File: src/rtl/accum_mc48.sv
// Time-interleaved multi-channel add/subtract/load accumulator with sticky signed
// overflow flags and optional saturation; two-stage pipeline, one beat per cycle.
module accum_mc48 #(
  parameter int unsigned IN_W   = 24,
  parameter int unsigned ACC_W  = 48,
  parameter int unsigned NUM_CH = 4,
  parameter int unsigned CH_W   = 2,
  parameter int unsigned SAT_EN = 1
) (
  input  logic              CLK,
  input  logic              RST,
  input  logic              IN_VALID,
  input  logic [CH_W-1:0]   IN_CH,
  input  logic [IN_W-1:0]   A_IN,
  input  logic [IN_W-1:0]   C_IN,
  input  logic              ADD_SUB,
  input  logic              LOAD,
  output logic              OUT_VALID,
  output logic [CH_W-1:0]   OUT_CH,
  output logic [ACC_W-1:0]  ACCUM_OUT,
  output logic [NUM_CH-1:0] OVF
);

  localparam int unsigned EXT_W = ACC_W + 1;

  logic              accept_c;
  logic              s1_valid;
  logic [CH_W-1:0]   s1_ch;
  logic [ACC_W-1:0]  s1_op;
  logic              s1_sub;
  logic              s1_load;

  logic [ACC_W-1:0]  acc [NUM_CH];
  logic [ACC_W-1:0]  acc_rd_c;
  logic [EXT_W-1:0]  ext_acc_c;
  logic [EXT_W-1:0]  ext_op_c;
  logic [EXT_W-1:0]  sum_c;
  logic              ovf_c;
  logic [ACC_W-1:0]  res_c;

  // Beats addressing a non-existent channel are dropped at the input.
  assign accept_c = IN_VALID && (32'(IN_CH) < NUM_CH);

  // Read the addressed accumulator; stage 2 writes land before the next read.
  always_comb begin
    acc_rd_c = '0;
    for (int i = 0; i < NUM_CH; i++) begin
      if (s1_ch == CH_W'(i)) acc_rd_c = acc[i];
    end
  end

  // Sign-extended add/sub; overflow when the extra sign bit disagrees.
  always_comb begin
    ext_acc_c = {acc_rd_c[ACC_W-1], acc_rd_c};
    ext_op_c  = {s1_op[ACC_W-1], s1_op};
    sum_c     = s1_sub ? (ext_acc_c - ext_op_c) : (ext_acc_c + ext_op_c);
    ovf_c     = !s1_load && (sum_c[ACC_W] != sum_c[ACC_W-1]);
    res_c     = sum_c[ACC_W-1:0];
    if (s1_load) begin
      res_c = s1_op;
    end else if (ovf_c && (SAT_EN != 0)) begin
      res_c = sum_c[ACC_W] ? {1'b1, {(ACC_W-1){1'b0}}} : {1'b0, {(ACC_W-1){1'b1}}};
    end
  end

  // Stage 1 capture.
  always_ff @(posedge CLK) begin
    if (RST) begin
      s1_valid <= 1'b0;
      s1_ch    <= '0;
      s1_op    <= '0;
      s1_sub   <= 1'b0;
      s1_load  <= 1'b0;
    end else begin
      s1_valid <= accept_c;
      if (accept_c) begin
        s1_ch   <= IN_CH;
        s1_op   <= ACC_W'({A_IN, C_IN});
        s1_sub  <= ADD_SUB;
        s1_load <= LOAD;
      end
    end
  end

  // Stage 2 write-back, sticky overflow and registered result.
  always_ff @(posedge CLK) begin
    if (RST) begin
      OUT_VALID <= 1'b0;
      OUT_CH    <= '0;
      ACCUM_OUT <= '0;
      OVF       <= '0;
      for (int i = 0; i < NUM_CH; i++) acc[i] <= '0;
    end else begin
      OUT_VALID <= s1_valid;
      if (s1_valid) begin
        OUT_CH    <= s1_ch;
        ACCUM_OUT <= res_c;
        for (int i = 0; i < NUM_CH; i++) begin
          if (s1_ch == CH_W'(i)) begin
            acc[i] <= res_c;
            if (s1_load)    OVF[i] <= 1'b0;
            else if (ovf_c) OVF[i] <= 1'b1;
          end
        end
      end
    end
  end

endmodule

File: config.mk
export PLATFORM = sky130hd
export DESIGN_NAME = accum_mc48
export DESIGN_NICKNAME = d
export VERILOG_FILES = /design/src/rtl/accum_mc48.sv
export SDC_FILE = /design/constraint.sdc
export NUM_CORES = 1
export LEC_CHECK = 0
export ABC_CLOCK_PERIOD_IN_PS = 14100
export BUFFER_PORTS_ARGS = -buffer_cell sky130_fd_sc_hd__buf_2
export CAP_MARGIN = 15
export CORE_ASPECT_RATIO = 1.5
export CORE_MARGIN = 5
export CORE_UTILIZATION = 50
export CTS_CLUSTER_SIZE = 8
export DETAILED_ROUTE_END_ITERATION = 10
export PLACE_DENSITY = 0.72
export SLEW_MARGIN = 0
export SYNTH_ARGS = -nofsm -noshare
export SYNTH_HDL_FRONTEND = slang
export SYNTH_SLANG_ARGS = --single-unit
File: constraint.sdc
create_clock -name CLK -period 14.1 [get_ports CLK]
set_clock_uncertainty 0.2 [all_clocks]
set_input_delay 0.705 -clock CLK [delete_from_list [all_inputs] [get_ports CLK]]
set_output_delay 0.705 -clock CLK [all_outputs]
set_load 0.005 [all_outputs]
==> reports/summary.log <==
INFO  placement      place.detailed.hpwl=31800um
INFO  global_routing largest_net_degree_at_the_start_of_global_routing=72
INFO  floorplanning  initial_utilization=50.8%
INFO  global_routing vias_in_the_first_global_route=13398
INFO  floorplanning  core=32600um2
INFO  logic_synthesis async_reset_ff_share=0%
INFO  timing         setup_tns=0ns
INFO  logic_synthesis post_synth_main_area_contributors=sky130_fd_sc_hd__edfxtp_1 (35%), sky130_fd_sc_hd__dfxtp_1 (13%), sky130_fd_sc_hd__nor2_1 (7.3%), sky130_fd_sc_hd__mux4_2 (6.5%), sky130_fd_sc_hd__a21oi_1 (4.1%)
INFO  global_routing grt.total_usage=26.5%
INFO  pwr            power_density=148nW/um2
INFO  clocking       clock_tree.buffer_depth=3
INFO  layout         drive_gt1_share=15.1%
INFO  layout         number_of_nets_in_the_layout=1801
INFO  placement      placement.io_buffers=109
INFO  timing         setup_repair_after_global_routing_missed_its_margin=no
INFO  pwr            power_leakage=0.00736uW
INFO  layout         postLayoutCoreUtil=57.0%
INFO  critical_path  worst-endpoint-arrival=6.80ns
INFO  clocking       cts_root_buf=sky130_fd_sc_hd__clkbuf_16
INFO  detailed_routing total_length_of_routed_wires=48400um
INFO  logic_synthesis mappedNetlistNets=1744
INFO  timing         final_max_slew_viol_count=0
INFO  global_routing antenna_found_initial=0
INFO  flow_run       drv_cap=0
INFO  placement      routabilityCongestion=0.943
INFO  logic_synthesis syn_area_per_cell=10.1um2
INFO  clocking       clock_sink_count=300
INFO  critical_path  worst_ep_required_time=14.16ns
INFO  logic_synthesis synthDistinctLibCells=70
INFO  floorplanning  ios=110
INFO  floorplanning  die-area=36900um2
INFO  critical_path  cp-end-kind=flop
INFO  pwr            vdd.ir_drop.worst=87.8uV
INFO  logic_synthesis synth_edf_count=192
INFO  detailed_routing first_iter_violations=1112
INFO  floorplanning  die-height=233um
INFO  timing         final.setup.worst_slack=7.37ns
INFO  logic_synthesis post_synth_top_flop=sky130_fd_sc_hd__edfxtp_1
INFO  global_routing grt_pass1_wl=75400um
INFO  clocking       worstSkewPairLatency=0.55ns
INFO  clocking       number_of_setup_buffers_added_after_cts=0
INFO  detailed_routing drc=0
INFO  logic_synthesis synth_top_cell_area_share=34.8%
INFO  detailed_routing wl_per_cell=22.6um
INFO  timing         final_period_minus_worst_setup_slack=6.73ns
INFO  floorplanning  chipWidth=159um
INFO  global_routing grt_overflow_total=0
INFO  worst_hold_path hp-class=input pin to flop
INFO  timing         setup_viol=0
INFO  detailed_routing ant_nets=0
INFO  clocking       cts.htree.levels=2
INFO  timing         fmax=0.148GHz
INFO  critical_path  critical_path_peak_fanout=40
INFO  logic_synthesis synthesis.instances=1639
INFO  clocking       clk_pin_slew=0.05ns
INFO  logic_synthesis synth_area_leader_cell=sky130_fd_sc_hd__edfxtp_1
INFO  timing         max-slew-margin-rel=31.1%
INFO  detailed_routing vias=13204
INFO  floorplanning  rows=81
INFO  clocking       total_clock_buffers_created_by_cts=43
INFO  timing         worst_pin_slew=1.03ns
INFO  layout         area_delta_synth_final=12.3%
INFO  timing         hold_violations=0
INFO  logic_synthesis ys_ff_latch=300
INFO  critical_path  setup.worst_path.start_class=flop
INFO  detailed_routing drt-pass1-iter-count=7
INFO  clocking       ctsResizeCount=0
INFO  clocking       tritoncts=built
INFO  layout         antenna_cells_inserted=0
INFO  clocking       cts_hold_buffers=0
INFO  logic_synthesis yosys_warnings=0
INFO  run_status     run_status=finished clean
INFO  critical_path  critical_path_class=flop to flop
INFO  detailed_routing avgViaCountPerCell=6.16
INFO  timing         period_share=47.8%
INFO  placement      placement.setup.worst_slack=7.55ns
INFO  logic_synthesis netlist_area=16600um2
INFO  logic_synthesis yosysSeqAreaShare=47.9%
-- cells in the final DEF (no fill, tap or decap), types with 23 or more instances in the layout --
cell type / count
sky130_fd_sc_hd__o21ai_0: 51
sky130_fd_sc_hd__mux2i_1: 60
sky130_fd_sc_hd__nor3_1: 46
sky130_fd_sc_hd__buf_2: 107
sky130_fd_sc_hd__xnor2_1: 60
sky130_fd_sc_hd__xor2_1: 27
sky130_fd_sc_hd__nand2_1: 96
sky130_fd_sc_hd__a21o_1: 23
sky130_fd_sc_hd__ha_1: 49
sky130_fd_sc_hd__edfxtp_1: 192
sky130_fd_sc_hd__mux4_2: 48
sky130_fd_sc_hd__o22ai_1: 24
sky130_fd_sc_hd__clkbuf_1: 31
sky130_fd_sc_hd__dfxtp_1: 104
sky130_fd_sc_hd__a21oi_1: 136
sky130_fd_sc_hd__nor2_1: 321
sky130_fd_sc_hd__inv_1: 23
sky130_fd_sc_hd__clkbuf_16: 43
-- sequential cells by signal (all words and copies together), names as in the netlist --
register and flops:
acc 192, ACCUM_OUT 48, s1_op 48, OVF 4
OUT_CH 2, s1_ch 2, OUT_VALID 1, s1_load 1
s1_sub 1, s1_valid 1
-- path summary, 6_finish.rpt --
| check | start | to | slack (ns) | depth (start not counted) |
|---|---|---|---|---|
| worst max-delay path | s1_op[10]$_SDFFE_PP0P_ | acc[0][14]$_SDFFCE_PN0P_ | 7.37 | 19 |
| worst min-delay path | A_IN[18] | s1_op[42]$_SDFFE_PP0P_ | 0.20 | 3 |
| worst max register to register | s1_op[10]$_SDFFE_PP0P_ | acc[0][14]$_SDFFCE_PN0P_ | 7.37 | 19 |
| worst min register to register | OUT_CH[1]$_SDFFE_PP0P_ | OUT_CH[1]$_SDFFE_PP0P_ | 0.26 | 2 |
-- critical path, cell delays in order (launching register included) --
cell and delay [ns]:
sky130_fd_sc_hd__dfxtp_1 0.38, sky130_fd_sc_hd__or4_1 0.59, sky130_fd_sc_hd__or4_1 0.58, sky130_fd_sc_hd__nor2_1 0.25, sky130_fd_sc_hd__and2_1 0.23, sky130_fd_sc_hd__nand2_1 0.23
sky130_fd_sc_hd__nor2_1 0.38, sky130_fd_sc_hd__a21oi_1 0.14, sky130_fd_sc_hd__xnor2_1 0.16, sky130_fd_sc_hd__ha_1 0.41, sky130_fd_sc_hd__nand2_1 0.13, sky130_fd_sc_hd__o21ai_0 0.17
sky130_fd_sc_hd__a2111oi_0 0.39, sky130_fd_sc_hd__nor3_1 0.10, sky130_fd_sc_hd__a31oi_1 0.51, sky130_fd_sc_hd__xor2_4 0.22, sky130_fd_sc_hd__buf_4 0.48, sky130_fd_sc_hd__nand2_2 0.27
sky130_fd_sc_hd__a21oi_1 0.49, sky130_fd_sc_hd__nor3_1 0.12
-- area by class of cell --
type / instances / area, um2
Fill cell: 2856 / 14000
Timing Repair Buffer: 128 / 693
Sequential cell: 300 / 7940
Multi-Input combinational cell: 1199 / 8150
Clock inverter: 2 / 13.8
Tap cell: 415 / 519
Inverter: 24 / 90.1
Clock buffer: 74 / 1190
-- power by group --
part / internal (uW) / switching (uW)
clock: 567 / 375
sequential: 995 / 39.6
combinational: 276 / 498
-- synth_stat cells, drive strengths merged (5+ instances only) --
library cell  count
buf              25
o32ai             7
mux2i            60
ha               49
mux4             48
edfxtp          192
nand2            98
or3               8
o21ai            62
or2               5
xnor2            62
a21o             23
a21oi           137
nand2b           17
o22ai            34
o211ai           13
o21bai           15
o21a              8
nand3            14
xor2             29
inv              23
maj3              7
dfxtp           108
nor2b             5
a22oi            10
clkbuf           91
nand4            15
a31oi             5
a211oi           20
nor2            321
o31ai             8
and3              9
nor3             47
or4               6
nor4             12
-- metal layers --
layer	track usage (%)	up-vias	share of wire, %
met5	0	-	0
met3	3.24	136	5.3
met1	29.6	6496	36
met4	11.2	0	4.5
met2	49.6	486	54
li1	-	6086	-
-- stage by stage --
stage / area, um2 / std cells / hold WS, ns / power (uW)
detailed placement: 17400 / 2066 / 0.252 / 1810
global route: 18600 / 2142 / 0.218 / 2880
floorplan: 16600 / 1639 / 0.249 / 1600
global placement: 17400 / 2066 / 0.254 / 1800
finish: 18600 / 2142 / 0.200 / 2750
CTS: 18600 / 2142 / 0.190 / 2760
-- cell families (layout without fill, tap and decap cells) --
logic type,Yosys count,in the layout,synth area share (%)
adder cells (fa/ha/maj),57,57,4.24
buffers and inverters,140,228,3.33
AND/OR/NAND/NOR,574,574,15.3
XOR/XNOR,91,91,4.86
flip-flops,300,300,47.9
AO/OA/AOI/OAI,368,368,14.1
multiplexers,109,109,10.2
No activity file was read; power rests on OpenSTA's default activity.
